===== config.mk =====
export PLATFORM = sky130hd
export DESIGN_NAME = icache_responder
export DESIGN_NICKNAME = d
export VERILOG_FILES = /design/src/rtl/icache_types.sv /design/src/rtl/icache_line_array.sv /design/src/rtl/icache_responder.sv
export SDC_FILE = /design/constraint.sdc
export NUM_CORES = 2
export LEC_CHECK = 0
export ABC_AREA = 1
export CAP_MARGIN = 5
export CORE_AREA = 2 2 668 670
export CTS_CLUSTER_SIZE = 8
export DETAILED_ROUTE_END_ITERATION = 7
export DIE_AREA = 0 0 670 672
export DONT_BUFFER_PORTS = 1
export SYNTH_ARGS = -nofsm -noshare
export SYNTH_HDL_FRONTEND = slang
export SYNTH_MEMORY_MAX_BITS = 65536
export SYNTH_SLANG_ARGS = --single-unit

===== constraint.sdc =====
create_clock -name clk -period 40.4 [get_ports clk]
set_input_delay 8.08 -clock clk [delete_from_list [all_inputs] [get_ports clk]]
set_output_delay 8.08 -clock clk [all_outputs]
set_load 0.02 [all_outputs]

===== src/rtl/icache_types.sv =====
// Shared I-cache types: line geometry, burst size, FSM state encoding and
// address field helpers used by icache_responder and icache_line_array.
package icache_types;

    localparam int LINE_BYTES = 32;
    localparam int LINE_BITS  = LINE_BYTES * 8;
    localparam int OFF_W      = 5;
    localparam int BEATS      = 4;
    localparam int BEAT_W     = 2;

    typedef enum logic [1:0] {
        IDLE,
        LOOKUP,
        FILL,
        RESP
    } icache_state_t;

    function automatic logic [2:0] addr_word(input logic [31:0] a);
        return a[4:2];
    endfunction

    function automatic logic [31:0] addr_index(input logic [31:0] a,
                                               input int unsigned idx_w);
        return (a >> OFF_W) & ((32'd1 << idx_w) - 32'd1);
    endfunction

    function automatic logic [31:0] addr_tag(input logic [31:0] a,
                                             input int unsigned idx_w);
        return a >> (OFF_W + idx_w);
    endfunction

    function automatic logic [31:0] line_addr(input logic [31:0] a);
        return {a[31:5], 5'b0};
    endfunction

    // Word w sits at bits [32*w +: 32]: beat w[2:1], half w[0], little-endian.
    function automatic logic [31:0] line_word(input logic [LINE_BITS-1:0] line,
                                              input logic [2:0] w);
        return line[{w, 5'b0} +: 32];
    endfunction

endpackage


===== src/rtl/icache_line_array.sv =====
// Valid/tag/data storage for the direct-mapped I-cache.
// Ports: clk, rst (async active-low, clears valid bits only);
//   rd_idx -> rd_valid/rd_tag/rd_line (combinational read);
//   wr_en/wr_idx/wr_tag/wr_line (install a full line, sets valid);
//   inv_all (clear every valid bit at the next edge, wins over wr_en).
module icache_line_array
    import icache_types::*;
#(
    parameter int NUM_SETS = 16,
    parameter int IDX_W    = 4,
    parameter int TAG_W    = 23
) (
    input  logic                 clk,
    input  logic                 rst,
    input  logic [IDX_W-1:0]     rd_idx,
    output logic                 rd_valid,
    output logic [TAG_W-1:0]     rd_tag,
    output logic [LINE_BITS-1:0] rd_line,
    input  logic                 wr_en,
    input  logic [IDX_W-1:0]     wr_idx,
    input  logic [TAG_W-1:0]     wr_tag,
    input  logic [LINE_BITS-1:0] wr_line,
    input  logic                 inv_all
);

    logic [NUM_SETS-1:0]  valid_q;
    logic [NUM_SETS-1:0]  valid_d;
    logic [TAG_W-1:0]     tag_q  [NUM_SETS];
    logic [LINE_BITS-1:0] data_q [NUM_SETS];

    always_comb begin
        valid_d = valid_q;
        if (wr_en) begin
            valid_d[wr_idx] = 1'b1;
        end
        if (inv_all) begin
            valid_d = '0;
        end
    end

    always_ff @(posedge clk or negedge rst) begin
        if (!rst) begin
            valid_q <= '0;
        end else begin
            valid_q <= valid_d;
        end
    end

    always_ff @(posedge clk) begin
        if (wr_en) begin
            tag_q[wr_idx]  <= wr_tag;
            data_q[wr_idx] <= wr_line;
        end
    end

    assign rd_valid = valid_q[rd_idx];
    assign rd_tag   = tag_q[rd_idx];
    assign rd_line  = data_q[rd_idx];

endmodule


===== src/rtl/icache_responder.sv =====
// Direct-mapped read-only I-cache answering fetch requests, refilling lines
// from physical memory with a 4-beat 64-bit burst.
// Ports: clk, rst (async active-low);
//   fetch side : i_mem_read, i_mem_address -> i_mem_rdata, i_mem_resp; inv;
//   memory side: pmem_read, pmem_address <- pmem_rdata, pmem_resp;
//   hit_cnt/miss_cnt (saturating) only when ICACHE_PERF_CNT_EN is defined.
module icache_responder
    import icache_types::*;
#(
    parameter int NUM_SETS = 16
) (
    input  logic        clk,
    input  logic        rst,
    input  logic        i_mem_read,
    input  logic [31:0] i_mem_address,
    output logic [31:0] i_mem_rdata,
    output logic        i_mem_resp,
    input  logic        inv,
    output logic        pmem_read,
    output logic [31:0] pmem_address,
    input  logic [63:0] pmem_rdata,
    input  logic        pmem_resp
`ifdef ICACHE_PERF_CNT_EN
    ,
    output logic [31:0] hit_cnt,
    output logic [31:0] miss_cnt
`endif
);

    localparam int IDX_W = $clog2(NUM_SETS);
    localparam int TAG_W = 32 - OFF_W - IDX_W;

    icache_state_t            state_q, state_d;
    logic [31:2]              req_addr_q, req_addr_d;
    logic [BEAT_W-1:0]        beat_cnt_q, beat_cnt_d;
    logic                     pending_inv_q, pending_inv_d;
    logic [BEATS-1:0][63:0]   line_buf_q, line_buf_d;

    logic [31:0]              req_addr;
    logic [IDX_W-1:0]         req_idx;
    logic [TAG_W-1:0]         req_tag;
    logic                     rd_valid;
    logic [TAG_W-1:0]         rd_tag;
    logic [LINE_BITS-1:0]     rd_line;
    logic                     hit;
    logic                     wr_en;
    logic                     inv_all;

    assign req_addr = {req_addr_q, 2'b00};
    assign req_idx  = IDX_W'(addr_index(req_addr, IDX_W));
    assign req_tag  = TAG_W'(addr_tag(req_addr, IDX_W));
    assign hit      = rd_valid && (rd_tag == req_tag);

    icache_line_array #(
        .NUM_SETS (NUM_SETS),
        .IDX_W    (IDX_W),
        .TAG_W    (TAG_W)
    ) u_array (
        .clk      (clk),
        .rst      (rst),
        .rd_idx   (req_idx),
        .rd_valid (rd_valid),
        .rd_tag   (rd_tag),
        .rd_line  (rd_line),
        .wr_en    (wr_en),
        .wr_idx   (req_idx),
        .wr_tag   (req_tag),
        .wr_line  (line_buf_d),
        .inv_all  (inv_all)
    );

    always_comb begin
        state_d       = state_q;
        req_addr_d    = req_addr_q;
        beat_cnt_d    = beat_cnt_q;
        pending_inv_d = pending_inv_q;
        line_buf_d    = line_buf_q;
        inv_all       = 1'b0;
        wr_en         = 1'b0;
        i_mem_resp    = 1'b0;
        i_mem_rdata   = '0;
        unique case (state_q)
            IDLE: begin
                // A deferred invalidate left over from an abandoned fill
                // lands here as well.
                inv_all       = inv | pending_inv_q;
                pending_inv_d = 1'b0;
                if (i_mem_read) begin
                    req_addr_d = i_mem_address[31:2];
                    state_d    = LOOKUP;
                end
            end
            LOOKUP: begin
                if (hit) begin
                    i_mem_resp    = 1'b1;
                    i_mem_rdata   = line_word(rd_line, addr_word(req_addr));
                    inv_all       = inv | pending_inv_q;
                    pending_inv_d = 1'b0;
                    state_d       = IDLE;
                end else begin
                    pending_inv_d = pending_inv_q | inv;
                    state_d       = FILL;
                end
            end
            FILL: begin
                pending_inv_d = pending_inv_q | inv;
                if (pmem_resp) begin
                    line_buf_d[beat_cnt_q] = pmem_rdata;
                    beat_cnt_d = beat_cnt_q + 1'b1;
                    if (beat_cnt_q == BEAT_W'(BEATS - 1)) begin
                        wr_en   = 1'b1;
                        // Fetch gave up: install the line but stay silent.
                        state_d = i_mem_read ? RESP : IDLE;
                    end
                end
            end
            RESP: begin
                i_mem_resp    = 1'b1;
                i_mem_rdata   = line_word(line_buf_q, addr_word(req_addr));
                inv_all       = inv | pending_inv_q;
                pending_inv_d = 1'b0;
                state_d       = IDLE;
            end
            default: begin
                state_d = IDLE;
            end
        endcase
    end

    assign pmem_read    = (state_q == FILL);
    assign pmem_address = pmem_read ? line_addr(req_addr) : '0;

`ifdef ICACHE_PERF_CNT_EN
    logic [31:0] hit_cnt_q, hit_cnt_d;
    logic [31:0] miss_cnt_q, miss_cnt_d;

    always_comb begin
        hit_cnt_d  = hit_cnt_q;
        miss_cnt_d = miss_cnt_q;
        if (state_q == LOOKUP) begin
            if (hit && hit_cnt_q != 32'hFFFF_FFFF) begin
                hit_cnt_d = hit_cnt_q + 32'd1;
            end
            if (!hit && miss_cnt_q != 32'hFFFF_FFFF) begin
                miss_cnt_d = miss_cnt_q + 32'd1;
            end
        end
    end

    assign hit_cnt  = hit_cnt_q;
    assign miss_cnt = miss_cnt_q;
`endif

    always_ff @(posedge clk or negedge rst) begin
        if (!rst) begin
            state_q       <= IDLE;
            req_addr_q    <= '0;
            beat_cnt_q    <= '0;
            pending_inv_q <= 1'b0;
            line_buf_q    <= '0;
`ifdef ICACHE_PERF_CNT_EN
            hit_cnt_q     <= '0;
            miss_cnt_q    <= '0;
`endif
        end else begin
            state_q       <= state_d;
            req_addr_q    <= req_addr_d;
            beat_cnt_q    <= beat_cnt_d;
            pending_inv_q <= pending_inv_d;
            line_buf_q    <= line_buf_d;
`ifdef ICACHE_PERF_CNT_EN
            hit_cnt_q     <= hit_cnt_d;
            miss_cnt_q    <= miss_cnt_d;
`endif
        end
    end

endmodule


==> flow_metrics.env <==
export IMPL_grt_overflow_total=0
export IMPL_cts_resized=0
export IMPL_arrival_ps=8330
export IMPL_worst_path_most_repeated_cell="nand2_1"
export IMPL_postLayoutCoreUtil_pct=46.0
export IMPL_areaGrowthSynthToFinish_pct=15.7
export IMPL_cts_buffers=668
export IMPL_power_leakage_uw=0.0673
export IMPL_netlist_area_um2=177000
export IMPL_synth_async_reset_ratio_pct=6.43
export IMPL_crit_fanout=91
export IMPL_combPwrFrac_pct=24.9
export IMPL_fin_setup_tns_ps=0
export IMPL_worstHoldStart="line_buf_q[91]$_DFF_PN0_"
export IMPL_grt_pass1_vias=104000
export IMPL_cp_slowest_stage_delay_ps=800
export IMPL_synth_top_area_share_pct=75.9
export IMPL_hold_buffers=0
export IMPL_rrSetupSlack_ps=33010
export IMPL_wl_mm=502
export IMPL_critPathCaptureType="primary output"
export IMPL_worstMarginPinSlew_ps=2250
export IMPL_postSynthCellCount=11500
export IMPL_outcome="finished, violations left"
export IMPL_ant_nets=0
export IMPL_final_min_clock_period_ps=16410
export IMPL_firstDrtPassIters=6
export IMPL_fin_ws_ps=23990
export IMPL_row_count=245
export IMPL_antenna_found_initial=39
export IMPL_reg2reg_depth=10
export IMPL_power_frac_seq_pct=41.2
export IMPL_gp_congestion=0.735
export IMPL_cts_sinks=4771
export IMPL_grt_pass1_wl_mm=725
export IMPL_p_sw_uw=5000
export IMPL_synth_cell_types=39
export IMPL_yosysMostFrequentCell="edfxtp_1"
export IMPL_hpwl_mm=221
export IMPL_setup_viol=0
export IMPL_synth_edf_count=4464
export IMPL_clock_fmax_ghz=0.0610
export IMPL_dp_slack_ps=25090
export IMPL_violations="max-slew violations"
export IMPL_drt_iter0_drc=12700
export IMPL_yosys_top_cells_area="edfxtp_1 (76%), o22ai_1 (6.8%), dfrtp_1 (4.4%)"
export IMPL_final_layout_size_suffix_gt1_share_pct=10.0
export IMPL_cpMaxStageDelayCell="dfrtp_4"
export IMPL_fin_skew_ps=56.3
export IMPL_start_util_pct=39.8
export IMPL_finalCritPeriodShare_pct=40.6
export IMPL_cap_violations=0
export IMPL_ys_seq_area_share_pct=80.3
export IMPL_rsz0062_at_grt="false"
export IMPL_critPathRequiredTime_ps=32320
export IMPL_die_height_um=672
export IMPL_core_um2=444000
export IMPL_holdWs_ps=522
export IMPL_peakVddDrop_uv=91.9
export IMPL_endpoint="i_mem_rdata[19]"
export IMPL_startpoint_type="register"
export IMPL_ys_flop_type="edfxtp_1"
export IMPL_powerDensity_nw_per_um2=75.1
export IMPL_ys_ff_latch=4771
export IMPL_yosys_top_cells_count="edfxtp_1 (4464), o22ai_1 (1930), nand2_1 (1434)"
export IMPL_yosys_warnings=0
export IMPL_hold_violations=0
export IMPL_cts_tree="yes"
export IMPL_intPower_uw=10300
export IMPL_hold_path_class="reg2reg"
export IMPL_placement_io_buffers=0
export IMPL_r2r_end="u_array.data_q[1][110]$_DFFE_PP_"
export IMPL_cts_root_buf="clkbuf_16"
export IMPL_wl_per_cell_um=27.5
export IMPL_track_usage_pct=21.5
export IMPL_cts_htree_levels=6
export IMPL_synth_area_leader_cell="edfxtp_1"
export IMPL_die_area_um2=450000
export IMPL_worst_setup_path_type="reg2out"
export IMPL_critPathLaunch="req_addr_q[5]$_DFFE_PN0P_"
export IMPL_clock_latency_ps=1090
export IMPL_crit_chain="buf_4 > buf_4 > nand2_8 > inv_2 > buf_4 > nand2_1 > nand3_1 > nand2_1 > nand2_1 > nor2_1 > nand2_1 > nand2_1 > nor2_1 > nand2_1 > nor2_2 > nand4_2 > inv_4 > buf_4 > nand2_1 > nand2_1"
export IMPL_grt_max_degree=308
export IMPL_nets=11900
export IMPL_maxSlewHeadroom_pct=-50.0
export IMPL_p_clk_share_pct=33.8
export IMPL_p_sw_share_pct=32.6
export IMPL_via_per_inst=5.83
export IMPL_cts_setup_buffers=0
export IMPL_dr_total_vias=107000
export IMPL_synth_area_per_cell_um2=15.3
export IMPL_r2r_start="req_addr_q[5]$_DFFE_PN0P_"
export IMPL_die_x_um=670
export IMPL_clkTransAtPathRegs_ps=50
export IMPL_io_pins=167
export IMPL_drv_slew=161
export IMPL_cts_max_path_buffers=4
export IMPL_drc=0
registers in the layout, summed over array words and instances, names as in the netlist:
register and count:
req_addr_q 30, u_array.data_q 4096, state_q 2, u_array.valid_q 16, u_array.tag_q 368, pending_inv_q 1, line_buf_q 256, beat_cnt_q 2
cell families after synthesis:
group | synth area share, %
other | 0.00212
XOR/XNOR | 0.00496
buffers and inverters | 2.20
multiplexers | 0.128
AND/OR/NAND/NOR | 4.85
adder cells (fa/ha/maj) | 0.0638
flip-flops | 80.3
AO/OA/AOI/OAI | 12.5
critical path, delay by kind of cell, from the launching register on:
family | cells | cell delay [ps]
buffers and inverters | 6 | 3550
DFF | 1 | 800
and+or+nand+nor | 14 | 2640
cell usage in the layout (no fill, tap or decap), types with 3 or more instances in the layout:
cell type	n
clkbuf_16	675
diode_2	19
o22ai_1	1930
inv_1	111
dfrtp_4	4
inv_8	6
o21ai_0	1340
edfxtp_1	4464
inv_6	16
buf_12	41
clkinv_8	21
a22oi_1	65
inv_16	6
nand2_4	4
mux2_2	20
buf_4	389
nand3b_1	14
ha_1	7
o22a_1	37
nor3_1	9
o211ai_1	17
clkinv_16	10
o21bai_1	18
dfrtp_1	302
conb_1	5
o221ai_1	186
a21oi_1	95
nand2_1	1429
nand3_1	265
nor2_1	218
nor2_4	20
inv_4	3
o21ai_1	17
clkbuf_1	466
nand4_1	112
power groups by stage:
stage / clock network, uW / registers, uW / logic [uW]
after floorplan: 0 / 6380 / 2350
after global placement: 0 / 6400 / 3750
after detailed placement: 0 / 6410 / 3790
after CTS: 5250 / 6320 / 3800
after global routing: 5470 / 6330 / 4140
final: 5190 / 6320 / 3820
metrics by stage:
stage / instance area (um^2) / cells / total power (uW)
after floorplan: 177000 / 11500 / 8730
after global placement: 185000 / 17100 / 10200
after detailed placement: 185000 / 17100 / 10200
after CTS: 204000 / 18300 / 15400
after global routing: 204000 / 18300 / 15900
final: 204000 / 18300 / 15300
metal layers:
layer,global-route usage (%),vias up,share of wire (%)
li1,-,46300,-
met1,29.1,54900,41
met2,36.1,4659,48
met3,2.81,784,7.4
met4,7.19,24,3.0
met5,0,-,0.031
worst min path at each step:
stage / end / slack, ps / cells past startpoint
6_report: line_buf_q[91]$_DFF_PN0_ / 520 / 2
3_3_place_gp: line_buf_q[217]$_DFF_PN0_ / 500 / 2
4_1_cts: line_buf_q[91]$_DFF_PN0_ / 520 / 2
5_1_grt: line_buf_q[91]$_DFF_PN0_ / 550 / 2
2_1_floorplan: u_array.valid_q[13]$_DFFE_PN0P_ / 500 / 2
3_5_place_dp: line_buf_q[91]$_DFF_PN0_ / 510 / 2
area by class of cell:
cell class / count / area (um^2)
Antenna cell: 19 / 47.5
Clock buffer: 1142 / 18700
Clock inverter: 56 / 941
Fill cell: 38100 / 239000
Inverter: 123 / 519
Multi-Input combinational cell: 5823 / 31200
Sequential cell: 4771 / 142000
Tap cell: 5928 / 7420
Timing Repair Buffer: 430 / 3740
(Power assumes the default switching activity.)
